==> config.mk <==
export PLATFORM = sky130hd
export DESIGN_NAME = if_fetch_unit
export DESIGN_NICKNAME = d
export VERILOG_FILES = /design/src/rtl/if_fetch_unit.sv
export SDC_FILE = /design/constraint.sdc
export NUM_CORES = 1
export LEC_CHECK = 0
export CORE_UTILIZATION = 30
export DETAILED_ROUTE_END_ITERATION = 16
export PLACE_DENSITY = 0.71
export SYNTH_ARGS = -nofsm -noshare
export SYNTH_HDL_FRONTEND = slang
export SYNTH_SLANG_ARGS = --single-unit
==> constraint.sdc <==
create_clock -name clk -period 5.2 [get_ports clk]
set_input_delay 1.04 -clock clk [delete_from_list [all_inputs] [get_ports clk]]
set_output_delay 1.04 -clock clk [all_outputs]
set_load 0.01 [all_outputs]
==> src/rtl/if_fetch_unit.sv <==
// Instruction fetch unit: owns IFpc, issues one imem request at a time, presents the
// fetched word to IF/ID, and handles stall/redirect. Optional counters: IF_FETCH_PERF_EN.
module if_fetch_unit #(
  parameter logic [63:0] RESET_PC = 64'h0000_0000_0000_0000,
  parameter int unsigned INST_W   = 32
) (
  input  logic              clk,
  input  logic              rstn,
  input  logic [63:0]       npc,
  input  logic              redirect,
  input  logic              stall_if,
  output logic [63:0]       if_pc,
  output logic              imem_req_valid,
  input  logic              imem_req_ready,
  output logic [63:0]       imem_req_addr,
  input  logic              imem_resp_valid,
  input  logic [INST_W-1:0] imem_resp_data,
  output logic              if_valid,
  output logic [INST_W-1:0] if_inst,
  output logic [31:0]       perf_fetch_cnt,
  output logic [31:0]       perf_kill_cnt
);

  localparam int unsigned PC_W  = 64;
  localparam int unsigned CNT_W = 32;

  typedef enum logic [1:0] {
    S_REQ  = 2'd0,
    S_WAIT = 2'd1,
    S_HOLD = 2'd2
  } state_e;

  state_e            state_q, state_d;
  logic [PC_W-1:0]   pc_q, pc_d;
  logic              req_valid_q, req_valid_d;
  logic              valid_q, valid_d;
  logic [INST_W-1:0] inst_q, inst_d;
  logic              kill_q, kill_d;
  logic              req_fire_c;

  assign req_fire_c = req_valid_q & imem_req_ready;

  // State register
  always_ff @(posedge clk or negedge rstn) begin
    if (!rstn) begin
      state_q <= S_REQ;
    end else begin
      state_q <= state_d;
    end
  end

  // Next-state logic; a redirect in S_REQ never changes the state by itself
  always_comb begin
    state_d = state_q;
    unique case (state_q)
      S_REQ: begin
        if (req_fire_c) state_d = S_WAIT;
      end
      S_WAIT: begin
        if (imem_resp_valid) state_d = (kill_q || redirect) ? S_REQ : S_HOLD;
      end
      S_HOLD: begin
        if (redirect || !stall_if) state_d = S_REQ;
      end
      default: state_d = S_REQ;
    endcase
  end

  // Output / datapath next values; kill marks the single in-flight response as stale
  always_comb begin
    pc_d        = pc_q;
    valid_d     = valid_q;
    inst_d      = inst_q;
    kill_d      = kill_q;
    req_valid_d = (state_d == S_REQ);
    if (redirect) begin
      pc_d    = npc;
      valid_d = 1'b0;
    end
    unique case (state_q)
      S_REQ: begin
        if (redirect && req_fire_c) kill_d = 1'b1;
      end
      S_WAIT: begin
        if (imem_resp_valid) begin
          if (kill_q || redirect) begin
            kill_d = 1'b0;
          end else begin
            inst_d  = imem_resp_data;
            valid_d = 1'b1;
          end
        end else if (redirect) begin
          kill_d = 1'b1;
        end
      end
      S_HOLD: begin
        if (!stall_if) begin
          pc_d    = npc;
          valid_d = 1'b0;
        end
      end
      default: begin
        kill_d = 1'b0;
      end
    endcase
  end

  always_ff @(posedge clk or negedge rstn) begin
    if (!rstn) begin
      pc_q        <= RESET_PC;
      req_valid_q <= 1'b0;
      valid_q     <= 1'b0;
      inst_q      <= '0;
      kill_q      <= 1'b0;
    end else begin
      pc_q        <= pc_d;
      req_valid_q <= req_valid_d;
      valid_q     <= valid_d;
      inst_q      <= inst_d;
      kill_q      <= kill_d;
    end
  end

  assign if_pc          = pc_q;
  assign imem_req_addr  = pc_q;
  assign imem_req_valid = req_valid_q;
  assign if_valid       = valid_q;
  assign if_inst        = inst_q;

`ifdef IF_FETCH_PERF_EN
  logic             resp_drop_c;
  logic [CNT_W-1:0] fetch_cnt_q, kill_cnt_q;

  // Discarded response: stale (kill) or dropped by a same-cycle redirect
  assign resp_drop_c = (state_q == S_WAIT) & imem_resp_valid & (kill_q | redirect);

  always_ff @(posedge clk or negedge rstn) begin
    if (!rstn) begin
      fetch_cnt_q <= '0;
      kill_cnt_q  <= '0;
    end else begin
      if (req_fire_c)  fetch_cnt_q <= fetch_cnt_q + CNT_W'(1);
      if (resp_drop_c) kill_cnt_q  <= kill_cnt_q + CNT_W'(1);
    end
  end

  assign perf_fetch_cnt = fetch_cnt_q;
  assign perf_kill_cnt  = kill_cnt_q;
`else
  assign perf_fetch_cnt = '0;
  assign perf_kill_cnt  = '0;
`endif

endmodule

==> results.md, run 1 <==
- Run status: complete, no violations
- Total GRT Usage: 13.33%
- # diodes: 0
- Clk sinks: 101
- Starting DRT DRC Count: 22
- Post-Synthesis Cells: 373
- Post-CTS resize count: 0
- TritonCTS clock tree: built
- CP max FO: 64
- CTS clk-pin slew, worst paths: 0.07 ns
- GRT overflow: 0
- CP Class: in -> reg
- Mean cell area of the mapped netlist: 13.37 um^2
- CTS Hold Bufs: 0
- P&R area growth vs syn: 47.68%
- First-pass GRT wire length: 17040 um
- DR pass1 iterations: 3
- Leakage: 0.003112 uW
- Chip width: 131.0 um
- Startpoint of the worst hold path: if_inst[4]
- Worst IR Drop VDD: 0.2079 mV
- Synth cell types: 28
- Crit share post-route: 52.68%
- Vias in the first global route: 3233
- Reg-to-Reg Start: state_q[0]
- Worst hold slack: 0.5073 ns
- Critical-path top delay cell: buf_4
- Maximum clock rate: 365.1 MHz
- Setup TNS: 0 ns
- RSZ-0062 raised after global routing: no
- Skew-Pair Late Insertion Delay: 0.35 ns
- Largest net degree at the start of global routing: 65
- Slew Limit Fails: 0
- Yosys reg bits: 101
- Avg WL per Cell: 14.54 um
- Worst stage delay on the critical path: 0.63 ns
- Postcts setup bufs: 0
- Final hold violation count: 0
- Placed Instances: 780
- Setup crit start kind: primary input
- Final Wtd Congestion: 0.7431
- Hold depth: 1
- Inserted Clock Buffers: 9
- Root Buffer: clkbuf_16
- CP Cell Sequence: clkdlybuf4s50_1 > inv_1 > a21oi_4 > buf_4 > mux2_2
- Antenna violations before repair: 0
- Share of layout cells above drive strength 1: 19.31%
- Via density: 4.050
- Reg2Reg Setup Slack: 2.96 ns
- Worst Hold Path EP: if_inst[4]
- Post-route ant nets: 0
- Rel. slew slack: 42.79%
- Pwr dens: 427.0 mW/mm^2
- Number of enable flip-flop cells after synthesis: 0
- Final Setup Violations: 0
- Die height: 131.0 um
- H-tree depth: 3
- Asr flop ratio synth: 100.0%
- Fin cells: 796
- Max Cap Viol: 0
- Core area: 0.01606 mm^2
- Register area share after synthesis: 50.66%
- Area contributors post-synth: dfrtp_1, mux2_2, buf_4, ha_1, mux2_1
- Crit end category: flop
- IO buf count: 263
- Critical path required time: 5.43 ns
- Total power: 3146 uW
- Initial Utilization: 31.07%
- Top post-synthesis cells by count: buf_4, dfrtp_1, mux2_2
- Synth area leader: dfrtp_1
- Ports: 328
- Fin Clk Skew: 0.008381 ns
- Most used DFF post-synth: dfrtp_1
- Max Root-Sink Buffers: 2
- Reg2reg end: if_pc[8]
- FF-to-FF path depth: 5
- Nets: 683
- Worst EP arrival: 2.97 ns
- Drc violations: 0
- Total number of vias: 3224
- Worst Hold Class: reg -> reg
- Rows: 46
- Mapped Area: 0.004989 mm^2
- Routed wire length: 11570 um
- Finished Core Util: 45.88%
- Post-DP HPWL: 8864 um
- Post-layout min period: 2.739 ns
- Most frequent cell after synthesis: buf_4
- Total die area: 0.01715 mm^2
- Yosys warning count: 0
- Synth top area share: 50.66%
- Actual slew at the worst max-slew pin: 0.8582 ns
-- layer usage --
| layer | up-vias | routed length (um) | GRT usage (%) | share of wire [%] |
|---|---|---|---|---|
| li1 | 1460 | - | - | - |
| met3 | 10 | 646 | 3.135 | 5.6 |
| met1 | 1607 | 4160 | 14.48 | 36 |
| met2 | 147 | 6583 | 24.37 | 57 |
| met5 | - | 0 | 0 | 0 |
| met4 | 0 | 180 | 6.288 | 1.6 |
-- cell usage in the layout, fill, tap and decap left out --
cell / n
buf_4: 4
and3_1: 1
nand4b_1: 1
bufinv_16: 1
a21oi_1: 3
a31oi_1: 1
a41o_1: 1
clkdlybuf4s50_1: 262
o21ai_0: 2
mux2_2: 90
o31ai_1: 1
inv_1: 5
dfrtp_1: 101
a21bo_2: 1
o32ai_1: 1
clkinv_4: 2
ha_1: 6
o211a_1: 1
clkbuf_16: 9
clkinv_2: 1
clkinvlp_4: 1
conb_1: 64
nor4bb_4: 1
nor2b_1: 2
nand2_1: 2
a21oi_4: 1
and3b_1: 2
mux2_1: 6
a21boi_0: 1
nor2_1: 2
clkbuf_1: 1
or3_1: 1
clkbuf_8: 1
nand2b_1: 1
-- critical path, delay by kind of cell --
kind | cells | cell delay, ns
buffers and inverters | 3 | 1.27
muxes | 1 | 0.41
AOI/OAI and AO/OA | 1 | 0.14
-- state kept, by name (all words and copies together) (netlist names) --
register	cells
imem_req_valid	1
kill_q	1
if_pc	64
state_q	2
if_valid	1
if_inst	32
-- layout make-up --
type / instances / area (um^2)
sequential: 101 / 2527
clock buffer: 11 / 242.7
multi-input combinational: 192 / 1595
tap: 216 / 270.3
inverter: 5 / 18.77
fill: 1445 / 8691
timing repair buffer: 266 / 2653
clock inverter: 5 / 60.06
-- kinds of logic (layout without fill, tap and decap cells) --
group / after synthesis / in the layout / share of synthesized area [%]
flops: 101 / 101 / 50.66
compound gates: 13 / 13 / 2.032
simple gates: 13 / 13 / 1.781
buf+inv: 143 / 287 / 22.27
fa+ha+maj: 6 / 6 / 1.505
mux: 96 / 96 / 21.67
other cells: 1 / 64 / 0.07517
-- power by group --
part / internal, uW / switching, uW
Combinational: 812 / 472
Sequential: 1010 / 166
Clock: 387 / 295
Total: 2210 / 932
-- how the worst max path moves through the flow --
stage | startpoint | to | depth (start not counted)
after CTS | redirect | if_pc[20] | 4
after detailed placement | redirect | if_pc[54] | 4
after global placement | redirect | if_pc[14] | 4
final | stall_if | if_pc[8] | 5
after floorplan | redirect | if_inst[10] | 4
after global routing | stall_if | if_pc[16] | 5
-- stage by stage --
| step | instance area [um^2] | setup WS [ns] |
|---|---|---|
| final | 7367 | 2.461 |
| after detailed placement | 7064 | 2.107 |
| after global placement | 7064 | 2.192 |
| after global routing | 7367 | 2.392 |
| after floorplan | 5225 | 3.132 |
| after CTS | 7367 | 2.483 |
Note: power is estimated with default switching activity, not from simulation.
==> inputs of run 2 (changes only) <==
Settings changed: PLACE_DENSITY 0.71 to 0.74.
Clock period 5.2 ns to 2.3 ns, I/O delays scaled along.
==> run 2 against run 1 <==
Effect of this change:
- clock-buffer cell count is the same
- final cell count is 0.38% higher
- critical path type is now reg -> reg
- register-to-register slack lost 2.6 ns
- critical path depth unchanged
- first-iteration DRC count is 120% higher
- via count decreased by 0.47%
- design area rose by 1.3%
- clock skew barely moved
- critical endpoint is now if_inst[30]
- worst hold slack got worse by 0.020 ns
- sequential power grew 130%
- combinational power grew 130%
- flip-flop and latch count unchanged
==> results.md, run 2 (synthesis gave the netlist of run 1 again) <==
- Crit share post-route: 85.76%
- Rows: 46 (unchanged)
- Share of layout cells above drive strength 1: 19.55% (+0.24 points)
- DR pass1 iterations: 4 (+1)
- Nets: 687 (+0.59%)
- Pwr dens: 965.0 mW/mm^2 (+130%)
- Avg WL per Cell: 14.21 um (-2.2%)
- CP max FO: 13 (-80%)
- Worst Hold Class: reg -> reg
- Slew Limit Fails: 0 (unchanged)
- Worst hold slack: 0.4870 ns (-0.02035 ns)
- Max Root-Sink Buffers: 2 (unchanged)
- Final Setup Violations: 0 (unchanged)
- Routed wire length: 11360 um (-1.9%)
- Drc violations: 0 (unchanged)
- Post-DP HPWL: 8894 um (+0.34%)
- Ports: 328 (unchanged)
- Final Wtd Congestion: 0.7623 (+2.6%)
- H-tree depth: 3 (unchanged)
- Leakage: 0.003154 uW (+1.3%)
- Commonest non-fill, non-tap cell in the layout: clkdlybuf4s50_1
- Total number of vias: 3209 (-0.47%)
- M1 GR Usage: 14.11% (-0.37 points)
- Maximum clock rate: 507.0 MHz
- Finished Core Util: 46.47% (+0.59 points)
- Max Cap Viol: 0 (unchanged)
- Gate power share: 40.8% (about the same)
- Final hold violation count: 0 (unchanged)
- Switching Fraction: 28.74% (-0.88 points)
- Inserted Clock Buffers: 9 (unchanged)
- # diodes: 0 (unchanged)
- IO buf count: 263 (unchanged)
- CP Cell Sequence: inv_1 > ha_1 > nor4bb_4 > buf_4 > mux2_2
- Clock power frac: 22.2% (+0.5 points)
- Int Pwr: 5131 uW (+130%)
- Root Buffer: clkbuf_16
- CTS clk-pin slew, worst paths: 0.07 ns (about the same)
- CP Class: reg -> reg
- Busiest grt layer: met2
- Setup TNS: 0 ns (unchanged)
- Setup crit start kind: flop
- Switching Power: 2070 uW (+120%)
- Critical-path top delay cell: dfrtp_1
- Placed Instances: 783 (+0.38%)
- Largest register FFs: 64 (unchanged)
- Via density: 4.016 (-0.84%)
- Critical path required time: 2.52 ns (-2.91 ns)
- Total GRT Usage: 12.86% (-0.46 points)
- TritonCTS clock tree: built
- Clk sinks: 101 (unchanged)
- Chip width: 131.0 um (unchanged)
- P&R area growth vs syn: 49.59%
- Global routing met3 resource utilization: 3.176% (+0.041 points)
- Post-route ant nets: 0 (unchanged)
- Post-layout min period: 1.972 ns
- Total die area: 0.01715 mm^2 (unchanged)
- Initial Utilization: 31.07% (unchanged)
- Largest net degree at the start of global routing: 55 (-15%)
- Die height: 131.0 um (unchanged)
- Run status: complete, no violations
- RSZ-0062 raised after global routing: no
- Met2 usage: 23.50% (-0.87 points)
- Fin Clk Skew: 0.008442 ns (+0.00006056 ns)
- Vias in the first global route: 3252 (+0.59%)
- Crit end category: flop
- Startpoint of the worst hold path: if_inst[27]
- First-pass GRT wire length: 16680 um (-2.1%)
- Starting DRT DRC Count: 48 (+120%)
- Worst IR Drop VDD: 0.4778 mV (+130%)
- Core area: 0.01606 mm^2 (unchanged)
- Post-CTS resize count: 0 (unchanged)
- Worst stage delay on the critical path: 0.46 ns (-0.17 ns)
- Worst Setup SP: state_q[1]
- Skew-Pair Late Insertion Delay: 0.34 ns (about the same)
- Reg-to-Reg Start: state_q[1]
- Antenna violations before repair: 0 (unchanged)
- Sequential Power Share: 36.9% (-0.6 points)
- Fin cells: 799 (+0.38%)
- GRT overflow: 0 (unchanged)
- Most frequent cells in the layout: clkdlybuf4s50_1, dfrtp_1, mux2_2
- Worst EP arrival: 2.20 ns (-0.77 ns)
[run 2: timing repair]
item,4_1_cts,5_1_grt
setup endpoints to repair,0,0
setup buffers,0,0
hold endpoints to repair,20,0
hold buffers,1,0
[run 2: area by class of cell]
type / count / area, um^2
multi-input combinational: 192 / 1595
timing repair buffer: 270 / 2735
sequential: 101 / 2527
inverter: 5 / 18.77
tap: 216 / 270.3
clock buffer: 11 / 242.7
clock inverter: 4 / 72.57
fill: 1416 / 8596
[run 2: routing by layer]
layer	share of wire, %	wire length [um]
met1	37	4213
met2	55	6244
met3	6.0	680
met4	1.9	216
met5	0	0
[run 2: through the flow]
step | area [um^2] | power (uW) | setup slack [ns]
after floorplan | 5225 | 4185 | 0.5695
after global placement | 7137 | 5565 | 0.1515
after detailed placement | 7137 | 5655 | 0.08884
after CTS | 7462 | 7318 | 0.3316
after global routing | 7462 | 7633 | 0.2326
final | 7462 | 7201 | 0.3276
[run 2: path summary, 6_finish.rpt]
check                              end  slack [ns]  depth (start not counted)
hold reg to reg            if_inst[27]        0.49                          1
setup / recovery           if_inst[30]        0.33                          5
max in group asynchronous    if_pc[57]        1.10                          3
hold / removal             if_inst[27]        0.49                          1
min in group asynchronous   if_inst[8]        0.56                          2
setup reg to reg           if_inst[30]        0.33                          5
[run 2: critical path: cells and delay by family, from the launching register on]
kind                     cells  cell delay [ns]
AND/OR/NAND/NOR              1             0.39
flip-flops                   1             0.46
buffers and inverters        2             0.42
multiplexers                 1             0.36
adder cells (fa/ha/maj)      1             0.22
[run 2: power groups by stage]
stage               logic, uW  clock network (uW)  registers, uW
floorplan                1330                   0           2850
global placement         2910                   0           2660
detailed placement       2960                   0           2690
CTS                      2980                1670           2670
global route             3150                1740           2730
finish                   2940                1600           2660
